===== config.mk =====
export PLATFORM = sky130hd
export DESIGN_NAME = dmem_arbiter
export DESIGN_NICKNAME = d
export VERILOG_FILES = /design/src/rtl/dmem_arbiter.sv
export SDC_FILE = /design/constraint.sdc
export NUM_CORES = 1
export LEC_CHECK = 0
export CAP_MARGIN = 40
export CORE_AREA = 2 2 94 96
export CTS_BUF_LIST = sky130_fd_sc_hd__clkbuf_8 sky130_fd_sc_hd__clkbuf_16
export CTS_CLUSTER_DIAMETER = 60
export DETAILED_ROUTE_END_ITERATION = 12
export DIE_AREA = 0 0 96 98
export GPL_ROUTABILITY_DRIVEN = 0
export HOLD_SLACK_MARGIN = 0.02
export PLACE_DENSITY_LB_ADDON = 0.1
export SYNTH_ARGS = -nofsm -noshare
export SYNTH_HDL_FRONTEND = slang
export SYNTH_SLANG_ARGS = --single-unit

===== constraint.sdc =====
create_clock -name CLK -period 1.7 [get_ports CLK]
set_clock_uncertainty 0.05 [all_clocks]
set_input_delay 0.255 -clock CLK [delete_from_list [all_inputs] [get_ports CLK]]
set_output_delay 0.255 -clock CLK [all_outputs]
set_load 0.02 [all_outputs]

===== src/rtl/dmem_arbiter.sv =====
// Two-master arbiter in front of a single-port synchronous data RAM; M0 has fixed priority, one access per cycle.
// Optional starvation guard for M1 is enabled with `define DMEM_ARB_STARVE_EN (the default build has M0 strictly winning).
module dmem_arbiter #(
  parameter int ADDR_WIDTH   = 10,
  parameter int STARVE_LIMIT = 4
) (
  input  logic                  CLK,
  input  logic                  RST_N,
  input  logic                  M0_VALID,
  output logic                  M0_READY,
  input  logic [ADDR_WIDTH-1:0] M0_ADDR,
  input  logic [3:0]            M0_WSTRB,
  input  logic [31:0]           M0_WDATA,
  output logic                  M0_RVALID,
  output logic [31:0]           M0_RDATA,
  input  logic                  M1_VALID,
  output logic                  M1_READY,
  input  logic [ADDR_WIDTH-1:0] M1_ADDR,
  input  logic [3:0]            M1_WSTRB,
  input  logic [31:0]           M1_WDATA,
  output logic                  M1_RVALID,
  output logic [31:0]           M1_RDATA,
  output logic                  MEM_EN,
  output logic [3:0]            MEM_WE,
  output logic [ADDR_WIDTH-1:0] MEM_ADDR,
  output logic [31:0]           MEM_WDATA,
  input  logic [31:0]           MEM_RDATA
);

  if (STARVE_LIMIT < 1 || STARVE_LIMIT > 15) begin : g_bad_limit
    $error("dmem_arbiter: STARVE_LIMIT must be in 1..15");
  end

  logic gnt0;
  logic gnt1;
  logic rv0_q;
  logic rv1_q;

`ifdef DMEM_ARB_STARVE_EN
  logic [3:0] starve_cnt;
  logic       force_m1;

  assign force_m1 = (starve_cnt >= 4'(STARVE_LIMIT));

  always_comb begin
    gnt0 = RST_N & M0_VALID & ~(M1_VALID & force_m1);
    gnt1 = RST_N & M1_VALID & (~M0_VALID | force_m1);
  end

  // Counts cycles M1 waits behind M0; any M1 grant or M1 withdrawing restarts it.
  always_ff @(posedge CLK) begin
    if (!RST_N) begin
      starve_cnt <= 4'd0;
    end else if (gnt1 || !M1_VALID) begin
      starve_cnt <= 4'd0;
    end else if (gnt0 && starve_cnt != 4'hF) begin
      starve_cnt <= starve_cnt + 4'd1;
    end
  end
`else
  always_comb begin
    gnt0 = RST_N & M0_VALID;
    gnt1 = RST_N & M1_VALID & ~M0_VALID;
  end
`endif

  assign M0_READY  = gnt0;
  assign M1_READY  = gnt1;

  assign MEM_EN    = gnt0 | gnt1;
  assign MEM_WE    = gnt0 ? M0_WSTRB : (gnt1 ? M1_WSTRB : 4'b0000);
  assign MEM_ADDR  = gnt1 ? M1_ADDR  : M0_ADDR;
  assign MEM_WDATA = gnt1 ? M1_WDATA : M0_WDATA;

  // Response owner: the RAM returns data one cycle after the grant.
  always_ff @(posedge CLK) begin
    if (!RST_N) begin
      rv0_q <= 1'b0;
      rv1_q <= 1'b0;
    end else begin
      rv0_q <= gnt0;
      rv1_q <= gnt1;
    end
  end

  // Gating with RST_N drops a response that was in flight when reset arrived.
  assign M0_RVALID = rv0_q & RST_N;
  assign M1_RVALID = rv1_q & RST_N;
  assign M0_RDATA  = M0_RVALID ? MEM_RDATA : 32'h0;
  assign M1_RDATA  = M1_RVALID ? MEM_RDATA : 32'h0;

endmodule


==> flow_summary.toml, run 1 <==
[floorplanning]
initial_core_util_pct = 13.5
die_area_mm2 = 0.00941
fp.dieW_um = 96
fp.dieH_um = 98
core_mm2 = 0.00847
rows = 34
ios = 243

[pwr]
p_leak_nw = 2.17
power_mw = 1.12
power_density_mw_per_mm2 = 289
peakVddDrop_uv = 141

[layout]
final_nets = 530
drive_gt1_share_pct = 29.5
diodes = 0
finalInstanceArea_mm2 = 0.00386
area_growth_pct = 238
stdcell_count = 508

[synth]
yosysWarnings = 0
syn_avg_cell_area_um2 = 7.78
netlist.area_leader.share_pct = 38.4
synth_common_cells = "64 x and3_1, 39 x mux2_2, 14 x clkbuf_1"
ys_ff_latch = 2
ys_top_cells_by_area = "mux2_2 38%, and3_1 35%, clkbuf_1 4.6%, dfxtp_1 3.5%, mux2_1 3.0%"
syn-cell-area_mm2 = 0.00114
yosysMostFrequentCell = "and3_1"
synth_ff_type = "dfxtp_1"
synthArstFlopShare_pct = 0
synth_top_cell_by_area = "mux2_2"
yosysSeqAreaShare_pct = 3.50
synth_edf_count = 0
netlist_instances = 147
syn_nets = 275
synth.distinct_cells = 15

[detailed_routing]
drc = 0
firstDrtPassIters = 4
dr_wl_met2_mm = 4.12
vias = 2086
drtAntennaViolNets = 0
drt_iter0_drc = 22
wl_met3_mm = 1.11
vias_per_cell = 4.11
topRoutingLayerUsed = "met4"
wl_per_cell_um = 15.1
met1_length_mm = 2.38
wl_mm = 7.66

[clock_network]
cts_buffer_depth = 2
clk_pin_slew_worst_paths_ns = 0.03
root_buffer = "clkbuf_8"
clock-sinks = 2
postCtsHoldBufs = 0
htreeDepth = 1
cts_buffers = 3
cts_tree = "done"

[worst_setup_path]
cp_slowest_stage_delay_ns = 0.27
slowest_stage = "mux2_2"
cp_max_fo = 6
end_kind = "output port"
critPathArrivalTime_ns = 1.36
crit_top_cell = "buf_6"
worst_setup_path_start_kind = "primary input"
worstPathCellList = "buf_6, nand3b_4, buf_6, buf_4, buf_12, mux2_2, buf_2"
critical_path_class = "in -> out"
cp_num_buf_inv = 5
cpLargestDelayFamily = "buffers and inverters"
worst_ep_required_time_ns = 1.39

[sta]
finalHoldViolCount = 0
fin_crit_ns = 1.66
worstMarginPinSlew_ns = 0.267
fmax_mhz = 601
slew_violations = 0
setup_viol = 0
rsz0062_at_grt = "false"
relSlewSlack_pct = 82.3
period_share_pct = 97.9

[global_route]
grt_pass1_wl_mm = 11.0
groute.usage.overall_pct = 14.9
first_global_vias = 2170
antenna_found_initial = 0
grt.overflow.total = 0
grt_max_degree = 39

[place]
io_buffers = 242
dpl_cell_area_mm2 = 0.00375
dp_hpwl_mm = 6.33
dp_cells = 490

[min_path]
hp-class = "in -> reg"

[status]
status = "complete, no violations"

[run]
drv_cap = 0
[state kept, by name, indices dropped and copies added, names as in the netlist]
register  count
rv0_q         1
rv1_q         1
[cells by family (layout without fill, tap and decap cells)]
| logic type | Yosys count | in the layout | share of synthesized area (%) |
|---|---|---|---|
| AO/OA/AOI/OAI | 5 | 5 | 3.28 |
| buffers and inverters | 21 | 274 | 8.97 |
| flip-flops | 2 | 2 | 3.50 |
| multiplexers | 42 | 42 | 41.4 |
| AND/OR/NAND/NOR | 77 | 77 | 42.9 |
[stage by stage]
stage	utilization [%]	setup slack (ns)	TNS, ns	hold WS (ns)
after global routing	45.6	0.00495	0	0.392
final	45.6	0.0363	0	0.366
after CTS	45.6	-0.0207	-0.0728	0.362
after floorplan	-	0.246	0	0.571
after detailed placement	44.3	-0.617	-33.25	0.753
after global placement	44.3	-0.602	-32.18	0.756
[report_power, final]
group          internal [mW]  switching, mW  leakage, nW  total (mW)
clock network          0.150         0.0350       0.0216       0.185
logic                  0.535          0.347         2.13       0.881
registers             0.0496        0.00221       0.0166      0.0518
total                  0.734          0.384         2.17        1.12
[timing repair]
action,CTS,global route
resized for setup,304,6
buffers inserted,13,0
pin swaps,1,0
endpoints found under the setup margin,115,12
gates cloned,4,0
[path summary, 6_finish.rpt]
kind	slack [ns]	cells after the start	from	endpoint
worst max-delay path	0.04	7	M0_VALID	MEM_ADDR[1]
worst min-delay path	0.37	3	M0_VALID	rv0_q
[tightest hold or removal path: stages]
cell and delay [ns]:
buf_6 0.07, buf_4 0.14, and2_1 0.12
[cell type report]
cell class,instances,area (um2)
clock buffers,3,41.3
repair buffers,269,2620
inverters,2,7.51
fillers,838,4600
well taps,108,135
multi-input cells,124,1020
flip-flops and latches,2,40.0
[placed cells by master (no fill, tap or decap), types with 3 or more instances in the layout]
master and instances:
clkdlybuf4s50_1 124, dlygate4sd2_1 72, and3_1 64, mux2_2 36, buf_6 25, buf_2 25, buf_4 11, mux2_4 6
buf_12 6, and2_1 4, nand2_1 4, nand3b_1 4, a21boi_0 4, buf_16 4, clkbuf_8 3
[metal layers]
metal / GRT usage [%] / vias up
met1: 13.0 / 894
met3: 5.79 / 2
met5: 0 / -
met4: 3.30 / 0
met2: 30.5 / 142
li1: - / 1048
Power figures use the tool's default switching activity.
==> run 2, diff against run 1 <==
Settings changed: CORE_AREA 2 2 94 96 to 2 2 93 95, DIE_AREA 0 0 96 98 to 0 0 95 97.
Clock period 1.7 ns to 1.8 ns, I/O delays scaled along.
==> run 2 against run 1 <==
Total power decreased by 7.6%; final cell count decreased by 1.2%; critical endpoint is now MEM_WDATA[25]; largest cell class unchanged; non-clock buffer count shrank 3; utilization increased by 1.4 points; highest routed layer unchanged; sequential power down 5.8%; die area down 2.1%.
==> flow_summary.toml, run 2 (same netlist as run 1, synthesis figures left out) <==
[status]
status = "complete, no violations"

[floorplanning]
initial_core_util_pct = 14.1
ios = 243
fp.dieH_um = 97
fp.dieW_um = 95
die_area_mm2 = 0.00922
core_mm2 = 0.00813
rows = 33

[layout]
regArea_um2 = 40.0
reg.largest.list = "rv0_q x1, rv1_q x1"
area_growth_pct = 234
multi_input_area_mm2 = 0.00101
layout_commonest_cell = "clkdlybuf4s50_1"
diodes = 0
fillCellCount = 862
drive_gt1_share_pct = 28.2
final_nets = 527
final_cell_mix = "126 x clkdlybuf4s50_1, 70 x dlygate4sd2_1, 64 x and3_1, 37 x mux2_2, 24 x buf_2"

[pwr]
power_mw = 1.03
power_density_mw_per_mm2 = 270
p_leak_nw = 2.13
peakVddDrop_uv = 125

[place]
io_buffers = 242
pre_cts_slack_ns = -0.549
dp_hpwl_mm = 6.32

[sta]
rsz0062_at_grt = "false"
worstMarginPinSlew_ns = 0.236
setup_viol = 0
slew_violations = 0
fin_crit_ns = 1.72
period_share_pct = 95.8
fmax_mhz = 580
finalHoldViolCount = 0
setup_slack_ns = 0.0762
relSlewSlack_pct = 84.2

[clock_network]
clk_pin_slew_worst_paths_ns = 0.03
cts_buffer_depth = 2
cts_buffers = 3
postCtsHoldBufs = 0
htreeDepth = 1
root_buffer = "clkbuf_8"
clock-sinks = 2
cts_tree = "done"

[min_path]
hp-class = "in -> reg"

[run]
drv_cap = 0

[global_route]
grt_max_degree = 36
grt.overflow.total = 0
groute.usage.overall_pct = 15.1
grt_pass1_wl_mm = 11.1
first_global_vias = 2193
antenna_found_initial = 0

[worst_setup_path]
critical_path_class = "in -> out"
critPathArrivalTime_ns = 1.40
end_kind = "output port"
worstPathCellList = "buf_2, nand3b_4, buf_6, buf_12, buf_16, mux2_4, buf_6"
crit_top_cell = "buf_6"
worst_setup_path_start_kind = "primary input"
cp_max_fo = 6
worst_ep_required_time_ns = 1.48
cp_slowest_stage_delay_ns = 0.30
slowest_stage = "mux2_4"

[detailed_routing]
drc = 0
vias_per_cell = 4.25
wl_mm = 7.55
firstDrtPassIters = 4
drtAntennaViolNets = 0
vias = 2136
wl_per_cell_um = 15.0
drt_iter0_drc = 42
==> run 2: cell types whose count changed in the layout (fill, tap and decap cells not counted), moves of 2 or more <==
cell / previous run / this run
clkdlybuf4s50_1: 124 / 126
mux2_1: 0 / 3
buf_4: 11 / 9
mux2_4: 6 / 2
buf_12: 6 / 8
clkdlybuf4s15_2: 0 / 12
buf_6: 25 / 11
dlygate4sd2_1: 72 / 70
==> run 2: per-stage QoR <==
step           instances  cell area [um2]  utilization, %  setup TNS [ns]  hold WS, ns
2_1_floorplan        147             1140               -               0        0.586
3_3_place_gp         489             3750            46.1          -23.62        0.655
3_5_place_dp         489             3750            46.1          -24.53        0.661
4_1_cts              502             3830            47.1               0        0.404
5_1_grt              502             3820            47.0               0        0.433
6_report             502             3820            47.0               0        0.404
==> run 2: power breakdown <==
part	internal [mW]	switching, mW
clock	0.141	0.0318
sequential	0.0469	0.00190
combinational	0.491	0.320
total	0.679	0.353
==> run 2: final timing paths <==
path	start	end	slack (ns)	depth (start not counted)
hold / removal	M0_VALID	rv0_q	0.40	3
setup / recovery	M0_VALID	MEM_WDATA[25]	0.08	7
==> run 2: repair_timing <==
item,in CTS,in global routing
endpoints found under the hold margin,0,0
cloned,3,0
setup buffers,7,0
gates resized for setup,257,3
setup endpoints to repair,114,26
pin swaps,1,0
==> run 2: per-layer routing <==
| metal | track usage [%] | part of all wire (%) |
|---|---|---|
| met5 | 0 | 0 |
| met4 | 1.00 | 0.080 |
| met3 | 6.70 | 14 |
| met2 | 30.7 | 54 |
| met1 | 14.0 | 31 |
==> run 2: area by class of cell <==
cell class	instances	area share, %
Timing Repair Buffer	266	67.9
Multi-Input combinational cell	124	26.4
Tap cell	105	3.43
Clock buffer	3	1.08
Sequential cell	2	1.05
Inverter	2	0.196
==> run 2: worst max-delay path, delay by kind of cell <==
kind,cells,cell delay (ns)
AND/OR/NAND/NOR,1,0.20
buffers and inverters,5,0.62
multiplexers,1,0.30
